### src/rtl/mod_muxout_if.sv
// Master-side bus between the ciphertext collector, the encrypter and the bus master.
// Carries read requests/responses, regCTRL flags and the ciphertext block handoff.
interface mod_muxout_if #(
  parameter int unsigned N      = 16,
  parameter int unsigned WL     = 32,
  parameter int unsigned nFlags = 32
);
  logic                   rd_en;
  logic                   addr;
  logic [nFlags-1:0]      flags_in;
  logic                   ct_valid;
  logic [N-1:0][7:0]      ct_data;
  logic                   ct_ready;
  logic [WL-1:0]          outp;
  logic                   outp_valid;
  logic                   rd_err;
  logic                   blk_rdy;

  modport master (
    output rd_en, addr, flags_in, ct_valid, ct_data,
    input  ct_ready, outp, outp_valid, rd_err, blk_rdy
  );

  modport slave (
    input  rd_en, addr, flags_in, ct_valid, ct_data,
    output ct_ready, outp, outp_valid, rd_err, blk_rdy
  );
endinterface

### src/rtl/mod_muxout.sv
// Ciphertext output collector: buffers one block and returns it word by word on master reads.
// Optional feature macro MUXOUT_FLAGS_READ_EN enables regCTRL flag reads at addr=0.
module mod_muxout #(
  parameter int unsigned N      = 16,
  parameter int unsigned WL     = 32,
  parameter int unsigned nFlags = 32
) (
  input  logic           clk,
  input  logic           rst_n,
  mod_muxout_if.slave    bus
);
  localparam int unsigned NW = (N * 8) / WL;
  localparam int unsigned CW = (NW > 1) ? $clog2(NW) : 1;

  typedef enum logic {EMPTY = 1'b0, HOLD = 1'b1} state_t;

  state_t                 state_q, state_nxt;
  logic [CW-1:0]          wcnt_q, wcnt_nxt;
  logic [N-1:0][7:0]      buf_q;
  logic                   load_c;
  logic [WL-1:0]          outp_q, outp_nxt;
  logic                   valid_q, valid_nxt;
  logic                   err_q, err_nxt;
  logic [NW-1:0][WL-1:0]  words_c;

  // Byte 0 sits in the LSBs, so the packed buffer already is the word array.
  assign words_c = buf_q;

  // State register
  always_ff @(posedge clk or negedge rst_n) begin
    if (!rst_n) begin
      state_q <= EMPTY;
    end else begin
      state_q <= state_nxt;
    end
  end

  // Next state, word counter, read response
  always_comb begin
    state_nxt = state_q;
    wcnt_nxt  = wcnt_q;
    load_c    = 1'b0;
    outp_nxt  = outp_q;
    valid_nxt = 1'b0;
    err_nxt   = 1'b0;

    case (state_q)
      EMPTY: begin
        if (bus.ct_valid) begin
          load_c    = 1'b1;
          wcnt_nxt  = '0;
          state_nxt = HOLD;
        end
      end
      HOLD: begin
        if (bus.rd_en && bus.addr) begin
          if (wcnt_q == CW'(NW - 1)) begin
            wcnt_nxt  = '0;
            state_nxt = EMPTY;
          end else begin
            wcnt_nxt = wcnt_q + CW'(1);
          end
        end
      end
      default: state_nxt = EMPTY;
    endcase

    if (bus.rd_en) begin
      valid_nxt = 1'b1;
      if (bus.addr) begin
        if (state_q == HOLD) begin
          outp_nxt = words_c[wcnt_q];
        end else begin
          outp_nxt = '0;
          err_nxt  = 1'b1;
        end
      end else begin
`ifdef MUXOUT_FLAGS_READ_EN
        outp_nxt = WL'(bus.flags_in);
`else
        outp_nxt = '0;
        err_nxt  = 1'b1;
`endif
      end
    end
  end

`ifndef MUXOUT_FLAGS_READ_EN
  // Flags port kept for a uniform interface; intentionally not consumed.
  logic unused_flags;
  assign unused_flags = ^bus.flags_in;
`endif

  // Datapath registers
  always_ff @(posedge clk or negedge rst_n) begin
    if (!rst_n) begin
      wcnt_q  <= '0;
      buf_q   <= '0;
      outp_q  <= '0;
      valid_q <= 1'b0;
      err_q   <= 1'b0;
    end else begin
      wcnt_q  <= wcnt_nxt;
      outp_q  <= outp_nxt;
      valid_q <= valid_nxt;
      err_q   <= err_nxt;
      if (load_c) begin
        buf_q <= bus.ct_data;
      end
    end
  end

  assign bus.ct_ready   = (state_q == EMPTY);
  assign bus.blk_rdy    = (state_q == HOLD);
  assign bus.outp       = outp_q;
  assign bus.outp_valid = valid_q;
  assign bus.rd_err     = err_q;
endmodule

### src/flat_wrapper.sv
// flat-port wrapper written by rule: the top's interface ports become plain ports
module mod_muxout_flat 
#(
  parameter int unsigned N      = 16,
  parameter int unsigned WL     = 32,
  parameter int unsigned nFlags = 32
)
  (clk, rst_n, bus_rd_en, bus_addr, bus_flags_in, bus_ct_valid, bus_ct_data, bus_ct_ready, bus_outp, bus_outp_valid, bus_rd_err, bus_blk_rdy);
  mod_muxout_if #(.N(N), .WL(WL), .nFlags(nFlags)) bus_i ();
  input  logic clk;
  input  logic rst_n;
  input wire logic [$bits(bus_i.rd_en)-1:0] bus_rd_en;
  input wire logic [$bits(bus_i.addr)-1:0] bus_addr;
  input wire logic [$bits(bus_i.flags_in)-1:0] bus_flags_in;
  input wire logic [$bits(bus_i.ct_valid)-1:0] bus_ct_valid;
  input wire logic [$bits(bus_i.ct_data)-1:0] bus_ct_data;
  output wire logic [$bits(bus_i.ct_ready)-1:0] bus_ct_ready;
  output wire logic [$bits(bus_i.outp)-1:0] bus_outp;
  output wire logic [$bits(bus_i.outp_valid)-1:0] bus_outp_valid;
  output wire logic [$bits(bus_i.rd_err)-1:0] bus_rd_err;
  output wire logic [$bits(bus_i.blk_rdy)-1:0] bus_blk_rdy;
  assign bus_i.rd_en = bus_rd_en;
  assign bus_i.addr = bus_addr;
  assign bus_i.flags_in = bus_flags_in;
  assign bus_i.ct_valid = bus_ct_valid;
  assign bus_i.ct_data = bus_ct_data;
  assign bus_ct_ready = bus_i.ct_ready;
  assign bus_outp = bus_i.outp;
  assign bus_outp_valid = bus_i.outp_valid;
  assign bus_rd_err = bus_i.rd_err;
  assign bus_blk_rdy = bus_i.blk_rdy;
  mod_muxout #(.N(N), .WL(WL), .nFlags(nFlags)) u_core (.clk(clk), .rst_n(rst_n), .bus(bus_i));
endmodule
### config.mk
export PLATFORM = sky130hd
export DESIGN_NAME = mod_muxout_flat
export DESIGN_NICKNAME = d
export VERILOG_FILES = /design/src/rtl/mod_muxout_if.sv /design/src/rtl/mod_muxout.sv /design/src/flat_wrapper.sv
export SDC_FILE = /design/constraint.sdc
export NUM_CORES = 1
export LEC_CHECK = 0
export CORE_ASPECT_RATIO = 1.2
export CORE_MARGIN = 3
export CORE_UTILIZATION = 30
export DETAILED_ROUTE_END_ITERATION = 7
export GPL_ROUTABILITY_DRIVEN = 0
export GPL_TIMING_DRIVEN = 0
export PLACE_DENSITY = 0.52
export SLEW_MARGIN = 15
export SYNTH_ARGS = -nofsm -noshare
export SYNTH_HDL_FRONTEND = slang
export SYNTH_SLANG_ARGS = --single-unit
### constraint.sdc
create_clock -name clk -period 1.7 [get_ports clk]
set_input_delay 0.34 -clock clk [delete_from_list [all_inputs] [get_ports clk]]
set_output_delay 0.34 -clock clk [all_outputs]
set_load 0.01 [all_outputs]
==> flow_metrics.tcl, run 1 <==
set metrics [dict create \
    cpPeakStageDelay_ps 540 \
    dieArea_um2 25300 \
    total_power_uw 15700 \
    synth_area_per_cell_um2 9.58 \
    r2r-start "u_core.bus.blk_rdy" \
    clockBufferDepth 2 \
    fin_tns_setup_ps 0 \
    synth_area_leaders "dfrtp_1 (59%), nand2_1 (22%), mux4_2 (9.0%)" \
    rows 60 \
    ant_nets 0 \
    crit_path_max_fanout 2 \
    yosysTopAreaCell "dfrtp_1" \
    min_period_over_period 0.970 \
    synth_seq_cells 165 \
    track_usage 0.176 \
    drv_cap 0 \
    area_delta_synth_final_pct 39.9 \
    arrival_ps 1310 \
    layout-drive-gt1-share 0.108 \
    grt_max_degree 94 \
    cts_htree_levels 4 \
    initial_core_util 0.309 \
    drt-pass1-iter-count 5 \
    core_area_um2 22700 \
    cts_tree "built" \
    max_slew_margin 0.501 \
    cp_num_buf_inv 1 \
    period_minus_slack_ps 1650 \
    fp.dieW_um 146 \
    grt_overflow 0 \
    reg2reg_to "u_core.wcnt_q[0]" \
    diodes 0 \
    root_buffer "clkbuf_16" \
    vias_per_cell 4.36 \
    routed_wl_um 21400 \
    slew_viol_final 0 \
    synthCells 734 \
    synth.top_cell.area_share 0.587 \
    die_y_um 174 \
    rsz0062_at_grt "false" \
    regToRegSetupSlack_ps 170 \
    critical_path_class "register to output port" \
    worst_pin_slew_ps 748 \
    grt_pass1_wl_um 34100 \
    path_cells "clkdlybuf4s50_1" \
    hpwlAfterDp_um 14900 \
    vias 5433 \
    grt_pass1_vias 5907 \
    min_delay_path_depth 3 \
    clk_pin_slew_worst_paths_ps 70 \
    clock.fmax_ghz 0.607 \
    holdPathEnd "u_core.buf_q[80]" \
    clock_skew_ps 17.6 \
    netlist_area_um2 7030 \
    routedWlPerCell_um 17.2 \
    fin_nets 1090 \
    port_buffers 168 \
    status "complete, no violations" \
    ys_warn_count 0 \
    required_ps 1360 \
    drc 0 \
    slowest_stage "clkdlybuf4s50_1" \
    hp-class "primary input to register" \
    post_synth_num_cell_types 21 \
    cp_top_family "buffers and inverters" \
    pwr_density_cell_nw_per_um2 1590 \
    numCtsBuffers 17 \
    antenna_found_initial 1 \
    r2r_cells 5 \
    insertion_delay_ps 430 \
    layout_common_cells "nand2_1 (418), dfrtp_1 (164), clkdlybuf4s50_1 (142)" \
    drt_iter0_drc 255 \
    startpoint_type "register" \
    setup_violations 0 \
    syn_nets 900 \
    min_from "bus_ct_data[80]" \
    cts_sinks 165 \
    p_leak_uw 0.00498 \
    ir_drop_uv 724 \
    final_common_cell "nand2_1" \
    crit_path_end_kind "output port" \
    hold_viol 0 \
    seq_area_frac_synth 0.587 \
    pin_count 201 \
]
==> flip-flops by register name, summed over array words and instances (netlist names) <==
name / flops
u_core.buf_q: 128
u_core.bus.outp: 32
u_core.wcnt_q: 2
u_core.bus.blk_rdy: 1
u_core.bus.outp_valid: 1
u_core.bus.rd_err: 1
==> through the flow <==
stage          std cells  hold WS (ps)  area, µm²  setup slack (ps)   util
6_report            1247           437       9840              51.2  0.432
5_1_grt             1247           432       9840              5.11  0.432
3_5_place_dp        1213           422       9140              -443  0.402
3_3_place_gp        1212           450       9100             -6890  0.400
2_1_floorplan        734          44.4       7030               329      -
4_1_cts             1247           420       9770              2.23  0.430
==> worst min-delay path, stage by stage <==
cell and delay [ps]:
clkdlybuf4s50_1 390, nand2_1 50, nand2_1 40
==> Yosys cell counts, drive strengths merged <==
library cell  instances
inv                  33
nand2               418
buf                  29
nor2b                 1
nand3                 3
a21oi                 1
a21boi                1
o31ai                 1
nand2b                1
mux4                 32
ha                    1
and3                  1
clkbuf               14
o21ai                32
dfrtp               165
nor2                  1
==> routing by layer <==
metal	GRT usage	wire, µm	vias up
met5	0	13	-
met4	0.0479	296	2
met1	0.232	9620	2617
li1	-	-	2681
met3	0.0327	677	19
met2	0.299	10800	114
==> cells by family (layout without fill, tap and decap cells) <==
| group | count (synthesis) | count (layout) | share of synthesized area |
|---|---|---|---|
| compound gates | 35 | 35 | 0.0256 |
| buf+inv | 76 | 279 | 0.0525 |
| fa+ha+maj | 1 | 1 | 0.00178 |
| simple gates | 425 | 425 | 0.228 |
| flops | 165 | 165 | 0.587 |
| mux | 32 | 32 | 0.105 |
==> repair_timing <==
action	CTS	global route
buffers inserted	1	1
hold buffers	1	0
setup endpoints to repair	62	98
gates resized for setup	18	29
hold endpoints to repair	77	0
==> worst max-delay path by stage <==
stage | start | end | slack (ps) | cells past startpoint
final | u_core.bus.outp[17] | bus_outp[17] | 50 | 1
after global routing | u_core.bus.outp[30] | bus_outp[30] | 5 | 1
after global placement | rst_n | u_core.bus.outp[17] | -6890 | 1
after detailed placement | bus_ct_valid | u_core.buf_q[125] | -440 | 6
after CTS | u_core.wcnt_q[1] | u_core.bus.outp[22] | 2 | 5
after floorplan | u_core.wcnt_q[0] | u_core.bus.outp[11] | 330 | 5
==> power by group <==
| group | internal [µW] | switching [µW] | total [µW] | leakage, µW |
|---|---|---|---|---|
| logic | 2730 | 2270 | 5000 | 0.00259 |
| registers | 5670 | 948 | 6620 | 0.00209 |
| clock network | 2440 | 1630 | 4070 | 0.000304 |
| total | 10800 | 4850 | 15700 | 0.00498 |
==> layout make-up <==
class	instances	area [µm²]
tap	310	388
buffer	42	262
sequential	165	4130
multi-input combinational	493	2530
fill	2292	12900
clock buffer	21	470
inverter	33	124
timing repair buffer	172	1780
clock inverter	11	148
(Power assumes the default switching activity.)
==> run 2, diff against run 1 <==
Settings changed: PLACE_DENSITY 0.52 to not set, PLACE_DENSITY_LB_ADDON set to 0.2, RECOVER_POWER set to 50.
==> run 2 against run 1 <==
  * Sequential cell count did not move
  * Via count rose by 1.6%
  * Non-clock buffer count fell by 2
  * Clock power fell by 5.2%
  * Largest power group unchanged
==> flow_metrics.tcl, run 2 (synthesis results as in run 1) <==
set metrics [dict create \
    p_comb_frac 0.321 \
    period_minus_slack_ps 1650 \
    min_delay_path_depth 3 \
    numCtsBuffers 17 \
    layout-drive-gt1-share 0.102 \
    die_y_um 174 \
    layout_common_cells "nand2_1 (418), dfrtp_1 (164), clkdlybuf4s50_1 (147)" \
    slowest_stage "clkdlybuf4s50_1" \
    ir_drop_uv 727 \
    power.switching_uw 4770 \
    insertion_delay_ps 420 \
    path_cells "clkdlybuf4s50_1" \
    cp_top_family "buffers and inverters" \
    drt-pass1-iter-count 4 \
    clk_pin_slew_worst_paths_ps 60 \
    grt_util_met1 0.223 \
    grt_max_degree 93 \
    cts_htree_levels 4 \
    grt_util_met2 0.285 \
    rsz0062_at_grt "false" \
    p_int_uw 10700 \
    cpPeakStageDelay_ps 540 \
    clock_skew_ps 10.7 \
    startpoint_type "register" \
    fin_tns_setup_ps 0 \
    vias 5520 \
    min_period_over_period 0.971 \
    clock.fmax_ghz 0.606 \
    swShare 0.309 \
    vias_per_cell 4.43 \
    ant_nets 0 \
    clockBufferDepth 2 \
    grt_overflow 0 \
    drt_iter0_drc 246 \
    fin_cells 1247 \
    cts_sinks 165 \
    routedWlPerCell_um 16.9 \
    port_buffers 168 \
    clockPowerShare 0.250 \
    drv_cap 0 \
    seq_power_share 0.429 \
    core_area_um2 22700 \
    crit_path_max_fanout 2 \
    dp_slack_ps -462 \
    cts_tree "built" \
    slew_viol_final 0 \
    status "complete, no violations" \
    max_slew_margin 0.563 \
    fp.dieW_um 146 \
    cp_num_buf_inv 1 \
    fin_nets 1088 \
    drc 0 \
    p_leak_uw 0.00468 \
    r2r_cells 6 \
    dpl.cell_count 1213 \
    setup_violations 0 \
    fin_ws_ps 48.9 \
    grt_busiest_layer "met2" \
    largest_reg_flops 128 \
    pin_count 201 \
    pwr_density_cell_nw_per_um2 1590 \
    initial_core_util 0.309 \
    worstSetupPathDepth 1 \
    grt_pass1_vias 5820 \
    arrival_ps 1310 \
    hp-class "primary input to register" \
    hold_viol 0 \
    crit_path_end_kind "output port" \
    hpwlAfterDp_um 14700 \
    root_buffer "clkbuf_16" \
    dieArea_um2 25300 \
    routed_wl_um 21100 \
    area_delta_synth_final_pct 38.1 \
    gr-usage-met3 0.0345 \
    worst_pin_slew_ps 655 \
    regMostFlops "u_core.buf_q" \
    grt_pass1_wl_um 33100 \
    final_common_cell "nand2_1" \
    required_ps 1360 \
    antenna_found_initial 3 \
    track_usage 0.172 \
    critical_path_class "register to output port" \
    rows 60 \
]
run 2: cell count changes in the layout (fill, tap and decap cells not counted), sizes merged:
cell / previous run / this run
inv: 35 / 33
clkdlybuf4s50: 142 / 147
clkinvlp: 1 / 3
dlymetal6s2s: 15 / 0
dlygate4sd2: 9 / 10
clkbuf: 36 / 40
diode: 0 / 3
clkdlybuf4s25: 0 / 6
clkinv: 5 / 4
clkdlybuf4s15: 1 / 0
buf: 31 / 28
dlygate4sd3: 1 / 2
run 2: through the flow:
| step | util | hold WS, ps | total power (µW) | instance area [µm²] |
|---|---|---|---|---|
| 2_1_floorplan | - | 44.4 | 9730 | 7030 |
| 3_3_place_gp | 0.400 | 450 | 11700 | 9100 |
| 3_5_place_dp | 0.402 | 351 | 11800 | 9140 |
| 4_1_cts | 0.427 | 423 | 15700 | 9720 |
| 5_1_grt | 0.427 | 440 | 16500 | 9710 |
| 6_report | 0.427 | 441 | 15400 | 9710 |
run 2: cell type report:
| type | instances | area [µm²] |
|---|---|---|
| Multi-Input combinational cell | 493 | 2530 |
| Clock inverter | 10 | 133 |
| Timing Repair Buffer | 171 | 1690 |
| Buffer | 41 | 260 |
| Clock buffer | 21 | 440 |
| Antenna cell | 3 | 7.51 |
| Sequential cell | 165 | 4130 |
| Inverter | 33 | 124 |
| Tap cell | 310 | 388 |
| Fill cell | 2270 | 13000 |
run 2: per-layer routing:
metal  part of all wire  routed length, µm
met1               0.44               9230
met5                  0                  0
met2               0.50              10600
met3              0.043                898
met4              0.020                413
run 2: power groups by stage:
stage                     combinational [µW]  sequential (µW)  clock, µW
final                                   4950             6620       3860
after global routing                    5600             6860       4080
after CTS                               5130             6620       3930
after detailed placement                5160             6680          0
after global placement                  5060             6650          0
after floorplan                         3200             6530          0
run 2: repair_timing:
item | in CTS | in global routing
buffers inserted | 1 | 0
resized for setup | 14 | 27
setup endpoints to repair | 55 | 109
hold buffers | 1 | 0
hold endpoints to repair | 73 | 0
run 2: final timing paths:
path / slack (ps) / from / endpoint
max: 50 / u_core.bus.outp[20] / bus_outp[20]
min: 440 / bus_ct_data[108] / u_core.buf_q[108]
max reg2reg: 150 / u_core.bus.blk_rdy / u_core.buf_q[1]
min reg2reg: 470 / u_core.buf_q[95] / u_core.buf_q[95]
max in group asynchronous: 320 / rst_n / u_core.buf_q[96]
min in group asynchronous: 460 / rst_n / u_core.buf_q[51]
